[src/rtl/attn_softmax_sched_if.sv]
// Handshake and strobe bundle between the attention softmax scheduler and the
// B2R converter, the softmax lane bank and the R2B output channels.
interface attn_softmax_sched_if #(
  parameter int NUM_ROWS = 4,
  parameter int NUM_OUT  = 2,
  parameter int IDX_W    = $clog2(NUM_ROWS + NUM_OUT)
);
  logic                     in_valid;
  logic                     in_last;
  logic                     in_ready;
  logic                     slice_done_b2r;
  logic                     b2r_rst_n;
  logic                     lane_en;
  logic [NUM_ROWS-1:0]      lane_valid;
  logic [NUM_ROWS-1:0]      lane_done;
  logic [NUM_ROWS-1:0]      lane_out_valid;
  logic [NUM_ROWS-1:0]      lane_rst_n;
  logic [NUM_OUT*IDX_W-1:0] r2b_row_idx;
  logic [NUM_OUT-1:0]       r2b_valid;
  logic [NUM_OUT-1:0]       r2b_slice_last;
  logic [NUM_OUT-1:0]       r2b_rst_n;
  logic                     busy;

  // Environment side: B2R source, lane bank and R2B channels.
  modport master (
    output in_valid, in_last, slice_done_b2r, lane_done, lane_out_valid, r2b_slice_last,
    input  in_ready, b2r_rst_n, lane_en, lane_valid, lane_rst_n, r2b_row_idx, r2b_valid,
           r2b_rst_n, busy
  );

  // Scheduler side.
  modport slave (
    input  in_valid, in_last, slice_done_b2r, lane_done, lane_out_valid, r2b_slice_last,
    output in_ready, b2r_rst_n, lane_en, lane_valid, lane_rst_n, r2b_row_idx, r2b_valid,
           r2b_rst_n, busy
  );
endinterface

[src/rtl/attn_softmax_sched.sv]
// Slice scheduler for one self-attention head: round-robin tile dispatch into the
// softmax lanes, done-triggered local resets and diagonally skewed R2B mapping.
module attn_softmax_sched #(
  parameter int NUM_ROWS      = 4,
  parameter int TILES_PER_ROW = 2,
  parameter int NUM_OUT       = 2
) (
  input  logic                 clk,
  input  logic                 rst_n,
  attn_softmax_sched_if.slave  bus
);
  localparam int IDX_W = $clog2(NUM_ROWS + NUM_OUT);
  localparam int PTR_W = $clog2(NUM_ROWS);
  localparam int CNT_W = $clog2(TILES_PER_ROW + 1);

  localparam logic [IDX_W-1:0] HEAD_MAX = IDX_W'(NUM_ROWS + NUM_OUT - 2);
  localparam logic [IDX_W-1:0] ROWS_IDX = IDX_W'(NUM_ROWS);
  localparam logic [PTR_W-1:0] PTR_LAST = PTR_W'(NUM_ROWS - 1);
  localparam logic [CNT_W-1:0] CNT_FULL = CNT_W'(TILES_PER_ROW);

  typedef enum logic [1:0] {IDLE, RUN, DRAIN, FLUSH} state_t;

  state_t                   state_q, state_d;
  logic [PTR_W-1:0]         wr_ptr_q;
  logic [CNT_W-1:0]         cnt_q [NUM_ROWS];
  logic [NUM_ROWS-1:0]      full;
  logic [NUM_ROWS-1:0]      lane_busy;
  logic [IDX_W-1:0]         head_q;
  logic [NUM_OUT-1:0]       seen_last_q;
  logic                     accept;

  logic                     lane_en_q;
  logic [NUM_ROWS-1:0]      lane_valid_q;
  logic [NUM_ROWS-1:0]      lane_rst_n_q;
  logic                     b2r_rst_q;
  logic [NUM_OUT*IDX_W-1:0] r2b_idx_q, r2b_idx_d;
  logic [NUM_OUT-1:0]       r2b_valid_q, r2b_valid_d;
  logic [NUM_OUT-1:0]       r2b_rst_n_q;

  for (genvar r = 0; r < NUM_ROWS; r++) begin : g_occ
    assign full[r]      = (cnt_q[r] == CNT_FULL);
    assign lane_busy[r] = (cnt_q[r] != '0);
  end

  // A lane being reset this cycle cannot take a tile, and a full lane stalls the
  // stream rather than letting a later row overtake it.
  assign bus.in_ready = (state_q == RUN) && !full[wr_ptr_q] && !bus.lane_done[wr_ptr_q];
  assign accept       = bus.in_valid && bus.in_ready;

  // NOTE: every variable driven here gets its default first, so no path can infer a latch.
  always_comb begin
    state_d = state_q;
    case (state_q)
      IDLE:    if (bus.in_valid) state_d = RUN;
      RUN:     if (accept && bus.in_last) state_d = DRAIN;
      DRAIN:   if ((lane_busy == '0) && (&seen_last_q)) state_d = FLUSH;
      FLUSH:   state_d = IDLE;
      default: state_d = IDLE;
    endcase
  end

  // NOTE: reset is synchronous: rst_n is only looked at on the rising clock edge.
  always_ff @(posedge clk) begin
    if (!rst_n) state_q <= IDLE;
    else        state_q <= state_d;
  end

  // Channel m trails channel m-1 by one row, giving the diagonal skew into R2B.
  always_comb begin
    r2b_idx_d   = '0;
    r2b_valid_d = '0;
    for (int m = 0; m < NUM_OUT; m++) begin
      if ((head_q >= IDX_W'(m)) && ((head_q - IDX_W'(m)) < ROWS_IDX)) begin
        r2b_idx_d[m*IDX_W +: IDX_W] = head_q - IDX_W'(m);
        r2b_valid_d[m] = |(bus.lane_out_valid & (NUM_ROWS'(1) << (head_q - IDX_W'(m))));
      end
    end
  end

  // NOTE: non-blocking assignments make every register here see pre-edge values,
  // independent of statement order.
  always_ff @(posedge clk) begin
    if (!rst_n) begin
      wr_ptr_q     <= '0;
      head_q       <= '0;
      seen_last_q  <= '0;
      lane_en_q    <= 1'b0;
      lane_valid_q <= '0;
      lane_rst_n_q <= '0;
      b2r_rst_q    <= 1'b0;
      r2b_idx_q    <= '0;
      r2b_valid_q  <= '0;
      r2b_rst_n_q  <= '0;
      // NOTE: cnt_q is a flop array, not a RAM, so it can and must be cleared here.
      for (int r = 0; r < NUM_ROWS; r++) cnt_q[r] <= '0;
    end else begin
      lane_rst_n_q <= ~bus.lane_done;
      b2r_rst_q    <= ~bus.slice_done_b2r;
      r2b_rst_n_q  <= ~bus.r2b_slice_last;
      r2b_idx_q    <= r2b_idx_d;
      r2b_valid_q  <= r2b_valid_d;
      lane_valid_q <= accept ? (NUM_ROWS'(1) << wr_ptr_q) : '0;

      if ((state_q == IDLE) && bus.in_valid) lane_en_q <= 1'b1;

      for (int r = 0; r < NUM_ROWS; r++) begin
        if (bus.lane_done[r])                          cnt_q[r] <= '0;
        else if (accept && (wr_ptr_q == PTR_W'(r)))   cnt_q[r] <= cnt_q[r] + 1'b1;
      end

      if (state_q == FLUSH) begin
        wr_ptr_q    <= '0;
        head_q      <= '0;
        seen_last_q <= '0;
      end else begin
        if (accept) wr_ptr_q <= (wr_ptr_q == PTR_LAST) ? '0 : wr_ptr_q + 1'b1;
        if ((|bus.lane_out_valid) && (head_q != HEAD_MAX)) head_q <= head_q + 1'b1;
        seen_last_q <= seen_last_q | bus.r2b_slice_last;
      end
    end
  end

  assign bus.lane_en     = lane_en_q;
  assign bus.lane_valid  = lane_valid_q;
  assign bus.lane_rst_n  = lane_rst_n_q;
  assign bus.b2r_rst_n   = b2r_rst_q && (state_q != FLUSH);
  assign bus.r2b_row_idx = r2b_idx_q;
  assign bus.r2b_valid   = r2b_valid_q;
  assign bus.r2b_rst_n   = r2b_rst_n_q;
  assign bus.busy        = (state_q != IDLE);
endmodule

[src/flat_wrapper.sv]
// flat-port wrapper written by rule: the top's interface ports become plain ports
module attn_softmax_sched_flat 
#(
  parameter int NUM_ROWS      = 4,
  parameter int TILES_PER_ROW = 2,
  parameter int NUM_OUT       = 2
)
  (clk, rst_n, bus_in_valid, bus_in_last, bus_slice_done_b2r, bus_lane_done, bus_lane_out_valid, bus_r2b_slice_last, bus_in_ready, bus_b2r_rst_n, bus_lane_en, bus_lane_valid, bus_lane_rst_n, bus_r2b_row_idx, bus_r2b_valid, bus_r2b_rst_n, bus_busy);
  attn_softmax_sched_if #(.NUM_ROWS(NUM_ROWS), .NUM_OUT(NUM_OUT)) bus_i ();
  input  logic clk;
  input  logic rst_n;
  input wire logic [$bits(bus_i.in_valid)-1:0] bus_in_valid;
  input wire logic [$bits(bus_i.in_last)-1:0] bus_in_last;
  input wire logic [$bits(bus_i.slice_done_b2r)-1:0] bus_slice_done_b2r;
  input wire logic [$bits(bus_i.lane_done)-1:0] bus_lane_done;
  input wire logic [$bits(bus_i.lane_out_valid)-1:0] bus_lane_out_valid;
  input wire logic [$bits(bus_i.r2b_slice_last)-1:0] bus_r2b_slice_last;
  output wire logic [$bits(bus_i.in_ready)-1:0] bus_in_ready;
  output wire logic [$bits(bus_i.b2r_rst_n)-1:0] bus_b2r_rst_n;
  output wire logic [$bits(bus_i.lane_en)-1:0] bus_lane_en;
  output wire logic [$bits(bus_i.lane_valid)-1:0] bus_lane_valid;
  output wire logic [$bits(bus_i.lane_rst_n)-1:0] bus_lane_rst_n;
  output wire logic [$bits(bus_i.r2b_row_idx)-1:0] bus_r2b_row_idx;
  output wire logic [$bits(bus_i.r2b_valid)-1:0] bus_r2b_valid;
  output wire logic [$bits(bus_i.r2b_rst_n)-1:0] bus_r2b_rst_n;
  output wire logic [$bits(bus_i.busy)-1:0] bus_busy;
  assign bus_i.in_valid = bus_in_valid;
  assign bus_i.in_last = bus_in_last;
  assign bus_i.slice_done_b2r = bus_slice_done_b2r;
  assign bus_i.lane_done = bus_lane_done;
  assign bus_i.lane_out_valid = bus_lane_out_valid;
  assign bus_i.r2b_slice_last = bus_r2b_slice_last;
  assign bus_in_ready = bus_i.in_ready;
  assign bus_b2r_rst_n = bus_i.b2r_rst_n;
  assign bus_lane_en = bus_i.lane_en;
  assign bus_lane_valid = bus_i.lane_valid;
  assign bus_lane_rst_n = bus_i.lane_rst_n;
  assign bus_r2b_row_idx = bus_i.r2b_row_idx;
  assign bus_r2b_valid = bus_i.r2b_valid;
  assign bus_r2b_rst_n = bus_i.r2b_rst_n;
  assign bus_busy = bus_i.busy;
  attn_softmax_sched #(.NUM_ROWS(NUM_ROWS), .TILES_PER_ROW(TILES_PER_ROW), .NUM_OUT(NUM_OUT)) u_core (.clk(clk), .rst_n(rst_n), .bus(bus_i));
endmodule
[config.mk]
export PLATFORM = sky130hd
export DESIGN_NAME = attn_softmax_sched_flat
export DESIGN_NICKNAME = d
export VERILOG_FILES = /design/src/rtl/attn_softmax_sched_if.sv /design/src/rtl/attn_softmax_sched.sv /design/src/flat_wrapper.sv
export SDC_FILE = /design/constraint.sdc
export NUM_CORES = 1
export LEC_CHECK = 0
export ABC_AREA = 0
export CELL_PAD_IN_SITES_DETAIL_PLACEMENT = 0
export CELL_PAD_IN_SITES_GLOBAL_PLACEMENT = 2
export CORE_MARGIN = 5
export CORE_UTILIZATION = 34
export CTS_CLUSTER_SIZE = 10
export DETAILED_ROUTE_END_ITERATION = 6
export PLACE_DENSITY_LB_ADDON = 0.1
export REMOVE_ABC_BUFFERS = 1
export SLEW_MARGIN = 15
export SYNTH_ARGS = -nofsm -noshare
export SYNTH_HDL_FRONTEND = slang
export SYNTH_SLANG_ARGS = --single-unit
[constraint.sdc]
create_clock -name clk -period 5.1 [get_ports clk]
set_input_delay 0.765 -clock clk [delete_from_list [all_inputs] [get_ports clk]]
set_output_delay 0.765 -clock clk [all_outputs]
set_load 0.01 [all_outputs]
# Yosys cells after proc, flatten, opt, wreduce, memory -nomap -nowiden
# Memories as Yosys holds them, arrays and structs flattened.
# Cells that the tools add are included.
# totals
ff_bits	29
ram_bits	8
input_bits	15
out_inout_bits	22
elab_cells	138
memories	1
# classes
add_sub_neg	7
order_cmp	5
n_eq_ne	15
n_shift	3
n_mux	46
bitwise	15
reduce_logical	33
# memory_table
memory	words	width	rd	rd_ports_with_merged_regs	wr	line_no	source
u_core.cnt_q	4	2	4	0	4	attn_softmax_sched.sv:25	logic [CNT_W-1:0] cnt_q [NUM_ROWS];
# ops
op	n
$mux 1	31
$mux 2	12
$eq 2x2->1 const B	8
$logic_and 1x1->1	14
$reduce_or 4->1	3
$add 2x1->2 const B	5
$reduce_bool 2->1	5
$and 4x4->4	2
$or 1x1->1	8
$pmux 2 s4	1
$reduce_and 2->1	4
$shl 1x3->4 const A	2
$ge 3x1->1 const B	2
$lt 3x3->1 const B	2
$ne 2x2->1 const B	3
$bmux 1 s2	2
$eq 2x1->1 const B	2
$logic_not 2->1	2
$logic_not 4->1	1
$not 4->4	1
$shl 1x2->4 const A	1
$add 3x1->3 const B	1
$lt 2x3->1 const B	1
$ne 3x3->1 const B	1
other kinds (8)	10

# Logic depth before layout (Yosys ltp)
# Gate-level depths: netlist of run 1.
# logic_depth
word_depth	13
mapped_depth	7
mapped_depth_nobuf	6

# Worst setup path before layout of run 1
# No wires, ideal clock.
# synth_path
kind	input -> output
start	input bus_lane_done[3]
end	output bus_in_ready
arrival_time_ns	1.344
required_ns	4.335
setup_slack_ns	2.991
path_stages	2
path_cell_list	nor4bb_1 -> o41a_2
# synth_between
elab_chain_cells	4
# synth_rtl
item	line_no	source
start: declaration	flat_wrapper.sv:15	input wire logic [$bits(bus_i.lane_done)-1:0] bus_lane_done;
$bmux 1 s2	attn_softmax_sched.sv:47	assign bus.in_ready = (state_q == RUN) && !full[wr_ptr_q] && !bus.lane_done[wr_ptr_q];
$mux 1 (not written as such)	attn_softmax_sched.sv:47	
$logic_not 1->1	attn_softmax_sched.sv:47	
$logic_and 1x1->1	attn_softmax_sched.sv:47	
end: declaration	flat_wrapper.sv:18	output wire logic [$bits(bus_i.in_ready)-1:0] bus_in_ready;
# Every way passes these cells. The select of a mux whose other input is x is not followed.

# Worst setup path after layout of run 1
# layout_path
start	input bus_lane_done[1]
end	output bus_in_ready
# Same word-level chain as after synthesis.

==> out/metrics.yaml, run 1 <==
yosys-top-cells-count: "dfxtp_1 (29), ha_1 (24), inv_1 (21), nand2_1 (11), nor2_1 (9)"
setup_tns_ns: 0
grt_overflow: 0
rr_worst_depth: 6
r2r_end: "u_core.cnt_q[0][2]"
leakage_uw: 0.000974
worstSetupPathDepth: 4
status: "finished clean"
p_per_area_nw_per_um2: 389
startpoint: "bus_lane_done[1]"
required_ns: 4.34
syn_area_um2: 1770
std_cell_rows: 26
finalCriticalPeriod_ns: 3.18
io_pins: 37
avgSynthCellArea_um2: 10.2
tightest_slew_ns: 0.677
holdWs_ns: 0.474
start_util_pct: 35.0
seq_area_frac_synth_pct: 46.3
rsz0062_at_grt: "false"
critPathKind: "in2out"
crit_slowest_cell: "clkdlybuf4s50_1"
drcViolationCount: 0
maxCapViolations: 0
grt_usage_pct: 12.0
worst_skew_pair.late_latency_ns: 0.29
hold_class: "reg2reg"
worst_r2r_startpoint: "u_core.cnt_q[0][2]"
period_share_pct: 62.4
vias: 1327
cp_num_buf_inv: 2
post_cts_resized: 0
vias_per_cell: 4.67
yosys-top-cells-area: "dfxtp_1 (33%), ha_1 (17%), edfxtp_1 (14%)"
synth-edff-count: 8
io_buffers: 36
synth_cell_types: 33
hold_violations: 0
antenna_found_initial: 0
cts_made_buffers: 5
htree_levels: 2
worstHoldStart: "u_core.seen_last_q[0]"
wl_per_cell_um: 13.0
core-area_um2: 5070
firstDrtPassIters: 4
cts_tree: "built"
insertedDiodeCount: 0
endpoint: "bus_in_ready"
crit_path_cell_trace: "clkdlybuf4s50_1 > nor4b_1 > o41a_2 > clkdlybuf4s50_1"
area_growth_pct: 29.2
critPathMaxStageDelay_ns: 0.56
path_common_cell: "clkdlybuf4s50_1"
netlist_instances: 174
dieArea_um2: 6760
grt_pass1_vias: 1290
wirelength_um: 3690
fp.dieW_um: 82.2
ys_seq_elements: 37
clkSinkCount: 37
yosys_warnings: 0
setup.reg_to_reg.worst_slack_ns: 3.10
grt_max_degree: 22
clkTransAtPathRegs_ns: 0.07
synthFlopType: "dfxtp_1"
crit_fanout: 6
globalplace.congestion: 0.719
drive_gt1_share_pct: 5.14
ir_drop_mv: 0.236
clockBufferDepth: 2
cp.arrival_ns: 2.42
grt_pass1_wl_um: 6030
drtIter0Drc: 17
max-slew-margin-rel_pct: 54.7
die_h_um: 82.2
nets: 252
yosysMostFrequentCell: "dfxtp_1"
slew_violations: 0
setup_violations: 0
drtAntennaViolNets: 0
end_kind: "output port"
post-dp-hpwl_um: 2840
root_buffer: "clkbuf_8"
crit_family: "buffers and inverters"
async_flop_share_pct: 0
synth.top_cell.area_share_pct: 32.7
yosysTopAreaCell: "dfxtp_1"
fmax_ghz: 0.314
skew_ns: 0.00873
postCtsHoldBufs: 0
postCtsSetupBuffers: 0
cp-start-kind: "input port"
## report_power, final
| part | switching (uW) | leakage (uW) | internal, uW | total, uW |
|---|---|---|---|---|
| Sequential | 39.6 | 0.000328 | 345 | 385 |
| Clock | 102 | 0.0000488 | 110 | 213 |
| Combinational | 146 | 0.000596 | 148 | 294 |
| Total | 288 | 0.000974 | 604 | 892 |
## through the flow
stage               std cells  area (um^2)  utilization [%]  setup slack, ns  power (uW)
global route              284         2290             45.2             1.81         956
floorplan                 170         1750                -             2.99         560
detailed placement        276         2200             43.3             1.86         685
finish                    284         2290             45.2             1.92         892
CTS                       284         2290             45.2             1.87         901
global placement          276         2200             43.3             1.87         676
## area by class of cell
class / count / area, um^2
Multi-Input combinational cell: 112 / 852
Clock inverter: 1 / 6.26
Clock buffer: 7 / 86.3
Tap cell: 70 / 87.6
Sequential cell: 37 / 821
Inverter: 21 / 78.8
Fill cell: 529 / 2780
Timing Repair Buffer: 36 / 360
## logic make-up after synthesis
family                   after synthesis  synth area share, %
AO/OA/AOI/OAI                         22                 9.17
multiplexers                           3                 1.69
other                                  1                0.211
buffers and inverters                 26                 5.92
AND/OR/NAND/NOR                       60                 19.3
flip-flops                            37                 46.3
adder cells (fa/ha/maj)               24                 16.9
XOR/XNOR                               1                0.494
## layout by cell type (no fill, tap or decap), types with 2 or more instances in the layout
master / Yosys / final
nor2_1: 9 / 9
o21ai_0: 4 / 4
nand3_1: 3 / 3
and3_1: 3 / 3
a21o_1: 5 / 5
and4_1: 7 / 7
a21oi_1: 5 / 5
nor3_1: 7 / 7
nor4b_1: 2 / 2
inv_1: 21 / 21
nor4_1: 2 / 2
clkbuf_8: 0 / 6
a22oi_1: 4 / 4
edfxtp_1: 8 / 8
ha_1: 24 / 24
nand2b_1: 5 / 5
dfxtp_1: 29 / 29
mux2i_1: 3 / 3
conb_1: 1 / 2
clkdlybuf4s50_1: 0 / 36
nor2b_1: 5 / 5
nand2_1: 11 / 11
## sequential cells by signal, indices dropped and copies added (netlist names)
register                cells
u_core.b2r_rst_q            1
u_core.bus.r2b_rst_n        2
u_core.head_q               3
u_core.bus.lane_en          1
u_core.bus.lane_rst_n       4
u_core.bus.r2b_valid        2
u_core.cnt_q                8
u_core.wr_ptr_q             2
u_core.state_q              2
u_core.bus.lane_valid       4
u_core.seen_last_q          2
u_core.bus.r2b_row_idx      6
## tightest hold or removal path, cell delays in order, from the launching register on
cell     delay, ns
dfxtp_1       0.33
nor2_1        0.04
nor2_1        0.07
## layer usage
layer | wire (um) | track usage (%) | vias to the layer above
li1 | - | - | 666
met1 | 1660 | 14.7 | 625
met2 | 1760 | 19.1 | 30
met3 | 216 | 4.34 | 6
met4 | 62 | 4.49 | 0
met5 | 0 | 0 | -
## worst min-delay path by stage
stage / slack (ns) / end / depth (start not counted)
6_report: 0.47 / u_core.seen_last_q[0] / 2
5_1_grt: 0.53 / u_core.seen_last_q[1] / 2
4_1_cts: 0.48 / u_core.seen_last_q[0] / 2
3_5_place_dp: 0.46 / u_core.seen_last_q[0] / 2
3_3_place_gp: 0.46 / u_core.seen_last_q[0] / 2
2_1_floorplan: 0.43 / u_core.seen_last_q[0] / 2
Power figures use the tool's default switching activity.
==> inputs of run 2 (changes only) <==
--- a/config.mk
+++ b/config.mk
@@ -9,7 +9,7 @@
 export CELL_PAD_IN_SITES_DETAIL_PLACEMENT = 0
 export CELL_PAD_IN_SITES_GLOBAL_PLACEMENT = 2
 export CORE_MARGIN = 5
-export CORE_UTILIZATION = 34
+export CORE_UTILIZATION = 31
 export CTS_CLUSTER_SIZE = 10
 export DETAILED_ROUTE_END_ITERATION = 6
 export PLACE_DENSITY_LB_ADDON = 0.1
==> constraint.sdc (replaced) <==
create_clock -name clk -period 3.34 [get_ports clk]
set_input_delay 0.501 -clock clk [delete_from_list [all_inputs] [get_ports clk]]
set_output_delay 0.501 -clock clk [all_outputs]
set_load 0.01 [all_outputs]
==> out/metrics.yaml, run 2 (synthesis results as in run 1) <==
p_per_area_nw_per_um2: 611
grt_overflow: 0
root_buffer: "clkbuf_8"
hold_class: "reg2reg"
use_met2_pct: 18.9
clkTransAtPathRegs_ns: 0.07
gr-usage-met1_pct: 12.9
grt_util_met3_pct: 3.36
r2r_end: "u_core.cnt_q[0][3]"
crit_fanout: 6
max-slew-margin-rel_pct: 50.9
final_cell_mix: "clkdlybuf4s50_1 (36), dfxtp_1 (29), ha_1 (24)"
wl_per_cell_um: 13.5
worst_r2r_startpoint: "u_core.cnt_q[0][2]"
fp.dieW_um: 85.7
setup_violations: 0
skew_ns: 0.0146
grt_usage_pct: 11.0
critPathKind: "in2out"
ir_drop_mv: 0.238
worst_skew_pair.late_latency_ns: 0.29
std_cell_rows: 27
status: "finished clean"
post-dp-hpwl_um: 2930
post_cts_resized: 0
dieArea_um2: 7340
rr_worst_depth: 6
worstHoldStart: "u_core.seen_last_q[0]"
drive_gt1_share_pct: 5.12
drtIter0Drc: 45
maxCapViolations: 0
setup.reg_to_reg.worst_slack_ns: 1.34
cts_made_buffers: 5
largest_reg_flops: 8
start_util_pct: 32.0
io_pins: 37
finalCriticalPeriod_ns: 2.67
top_register: "u_core.cnt_q"
mostFrequentLayoutCell: "clkdlybuf4s50_1"
rsz0062_at_grt: "false"
core-area_um2: 5540
fin_util_pct: 41.8
drcViolationCount: 0
drtAntennaViolNets: 0
globalplace.congestion: 0.787
tightest_slew_ns: 0.735
slew_violations: 0
hold_violations: 0
insertedDiodeCount: 0
area_growth_pct: 30.5
cp-start-kind: "input port"
clockBufferDepth: 2
vias: 1287
min_to: "u_core.seen_last_q[0]"
setup_tns_ns: 0
holdWs_ns: 0.468
stdcell_count: 287
grt_max_degree: 22
nets: 253
clkSinkCount: 37
grt_pass1_wl_um: 6320
htree_levels: 2
postCtsHoldBufs: 0
postCtsSetupBuffers: 0
placed_cells: 279
cts_tree: "built"
fmax_ghz: 0.375
leakage_uw: 0.000982
period_share_pct: 79.8
required_ns: 2.84
io_buffers: 36
antenna_found_initial: 0
grt_pass1_vias: 1332
end_kind: "output port"
min_path_cells: 2
grt-busiest-layer: "met2"
firstDrtPassIters: 4
cp.arrival_ns: 2.16
vias_per_cell: 4.48
die_h_um: 85.7
wirelength_um: 3880
## run 2: worst max-delay path: stages
cell and delay, ns:
clkdlybuf4s50_1 0.41, nor4b_1 0.41, o41a_2 0.27, clkdlybuf4s50_1 0.56
## run 2: worst max path at each step
stage / slack [ns] / end / depth (start not counted) / from
floorplan: 1.53 / u_core.cnt_q[0][2] / 6 / u_core.cnt_q[0][6]
global placement: 0.67 / bus_in_ready / 4 / bus_lane_done[1]
detailed placement: 0.65 / bus_in_ready / 4 / bus_lane_done[1]
CTS: 0.65 / bus_in_ready / 4 / bus_lane_done[1]
global route: 0.57 / bus_in_ready / 5 / u_core.cnt_q[0][2]
finish: 0.67 / bus_in_ready / 4 / bus_lane_done[1]
## run 2: through the flow
| stage | setup slack, ns | power, uW | instance area, um^2 |
|---|---|---|---|
| 4_1_cts | 0.645 | 1440 | 2320 |
| 2_1_floorplan | 1.53 | 856 | 1750 |
| 3_5_place_dp | 0.649 | 1050 | 2210 |
| 6_report | 0.675 | 1420 | 2320 |
| 3_3_place_gp | 0.666 | 1040 | 2210 |
| 5_1_grt | 0.567 | 1510 | 2320 |
## run 2: power breakdown
part           switching (uW)  internal [uW]  leakage, uW
clock network             157            221    0.0000528
logic                     222            229     0.000601
registers                59.3            527     0.000328
total                     438            977     0.000982
## run 2: cell type report
cell class | instances | area, um^2
Clock buffer | 6 | 72.6
Tap cell | 72 | 90.1
Fill cell | 566 | 3220
Timing Repair Buffer | 37 | 368
Inverter | 21 | 78.8
Sequential cell | 37 | 821
Multi-Input combinational cell | 112 | 852
Clock inverter | 2 | 33.8
## run 2: per-layer routing
| layer | routed length (um) | vias up |
|---|---|---|
| met4 | 61 | 0 |
| met3 | 214 | 5 |
| met1 | 1690 | 586 |
| li1 | - | 667 |
| met2 | 1910 | 29 |
| met5 | 0 | - |
==> inputs of run 3 (changes only) <==
==> constraint.sdc (replaced) <==
create_clock -name clk -period 2.66 [get_ports clk]
set_input_delay 0.399 -clock clk [delete_from_list [all_inputs] [get_ports clk]]
set_output_delay 0.399 -clock clk [all_outputs]
set_load 0.01 [all_outputs]
==> out/metrics.yaml, run 3 (synthesis results as in run 1) <==
ir_drop_mv: 0.262
finalCriticalPeriod_ns: 2.47
dieArea_um2: 7340
fp.dieW_um: 85.7
globalplace.congestion: 0.798
post-dp-hpwl_um: 3000
largest_reg_flops: 8
hold_violations: 0
cp-start-kind: "flop"
swShare_pct: 32.5
drtAntennaViolNets: 0
leakage_uw: 0.000975
setup_violations: 0
dpl_worst_slack_ns: 0.187
grt_pass1_wl_um: 6660
nets: 254
drtIter0Drc: 36
cts_tree: "built"
hold_class: "reg2reg"
wirelength_um: 3890
drcViolationCount: 0
grt_pass1_vias: 1389
grt_usage_pct: 11.6
mostFrequentLayoutCell: "clkdlybuf4s50_1"
skew_ns: 0.00465
p_per_area_nw_per_um2: 724
fmax_ghz: 0.405
vias_per_cell: 4.54
final_cell_mix: "clkdlybuf4s50_1 (36), dfxtp_1 (29), ha_1 (24)"
fin_ws_ns: 0.188
slew_violations: 0
insertedDiodeCount: 0
wl_per_cell_um: 13.6
tightest_slew_ns: 0.498
p_int_uw: 1130
period_share_pct: 92.9
p_seq_share_pct: 44.0
maxCapViolations: 0
place_area_um2: 2220
combPwrFrac_pct: 34.1
max-slew-margin-rel_pct: 66.7
io_buffers: 36
clockBufferDepth: 2
critPathKind: "reg2out"
io_pins: 37
grt_max_degree: 13
worst_skew_pair.late_latency_ns: 0.29
crit_fanout: 6
pwr-share-clk_pct: 22.0
area_growth_pct: 30.0
setup_tns_ns: 0
vias: 1304
status: "finished clean"
top_register: "u_core.cnt_q"
firstDrtPassIters: 3
start_util_pct: 32.0
htree_levels: 2
rr_worst_depth: 5
die_h_um: 85.7
final_area_um2: 2310
clkTransAtPathRegs_ns: 0.07
core-area_um2: 5540
root_buffer: "clkbuf_8"
postCtsHoldBufs: 0
required_ns: 2.26
min_path_cells: 2
clkSinkCount: 37
cp.arrival_ns: 2.07
drive_gt1_share_pct: 6.05
grt_overflow: 0
cts_made_buffers: 5
std_cell_rows: 27
fin_util_pct: 41.6
antenna_found_initial: 0
rsz0062_at_grt: "false"
end_kind: "output port"
power_switching_uw: 542
run 3: cell types whose count changed in the layout (fill, tap and decap cells not counted), sizes merged:
cell,before,now
bufinv,1,0
buf,1,2
run 3: per-stage QoR:
step / hold slack, ns / power (uW) / instances
after CTS: 0.473 / 1700 / 287
after floorplan: 0.434 / 1070 / 170
final: 0.468 / 1670 / 287
after global placement: 0.449 / 1310 / 280
after detailed placement: 0.455 / 1320 / 280
after global routing: 0.498 / 1810 / 287
run 3: final timing paths:
check                   startpoint  slack [ns]               endpoint
max             u_core.cnt_q[0][7]        0.19           bus_in_ready
min          u_core.seen_last_q[0]        0.47  u_core.seen_last_q[0]
max reg2reg     u_core.cnt_q[0][7]        0.73     u_core.cnt_q[0][3]
min reg2reg  u_core.seen_last_q[0]        0.47  u_core.seen_last_q[0]
run 3: repair_timing:
item | 4_1_cts | 5_1_grt
setup endpoints to repair | 0 | 1
hold endpoints to repair | 0 | 0
gates resized for setup | 0 | 2
buffers inserted | 0 | 0
run 3: worst max-delay path, cell delays in order (launching register included):
cell	delay [ns]
edfxtp_1	0.40
ha_1	0.20
nor4bb_1	0.35
o41a_2	0.28
clkdlybuf4s50_1	0.55
run 3: power by group through the flow:
| stage | logic, uW | clock network, uW | registers [uW] |
|---|---|---|---|
| 5_1_grt | 652 | 408 | 748 |
| 2_1_floorplan | 323 | 0 | 752 |
| 3_3_place_gp | 562 | 0 | 748 |
| 6_report | 569 | 366 | 734 |
| 3_5_place_dp | 577 | 0 | 748 |
| 4_1_cts | 581 | 384 | 736 |
run 3: final cells by class:
cell class | instances | area (um^2)
Clock buffer | 6 | 72.6
Timing Repair Buffer | 38 | 375
Clock inverter | 1 | 3.75
Inverter | 21 | 78.8
Tap cell | 72 | 90.1
Fill cell | 556 | 3230
Multi-Input combinational cell | 112 | 865
Sequential cell | 37 | 821
run 3: metal layers:
layer	part of all wire [%]	vias up	track usage, %
met1	41	601	13.1
met3	5.5	6	4.13
met5	0	-	0
met4	1.6	0	4.32
met2	52	25	20.1
li1	-	672	-
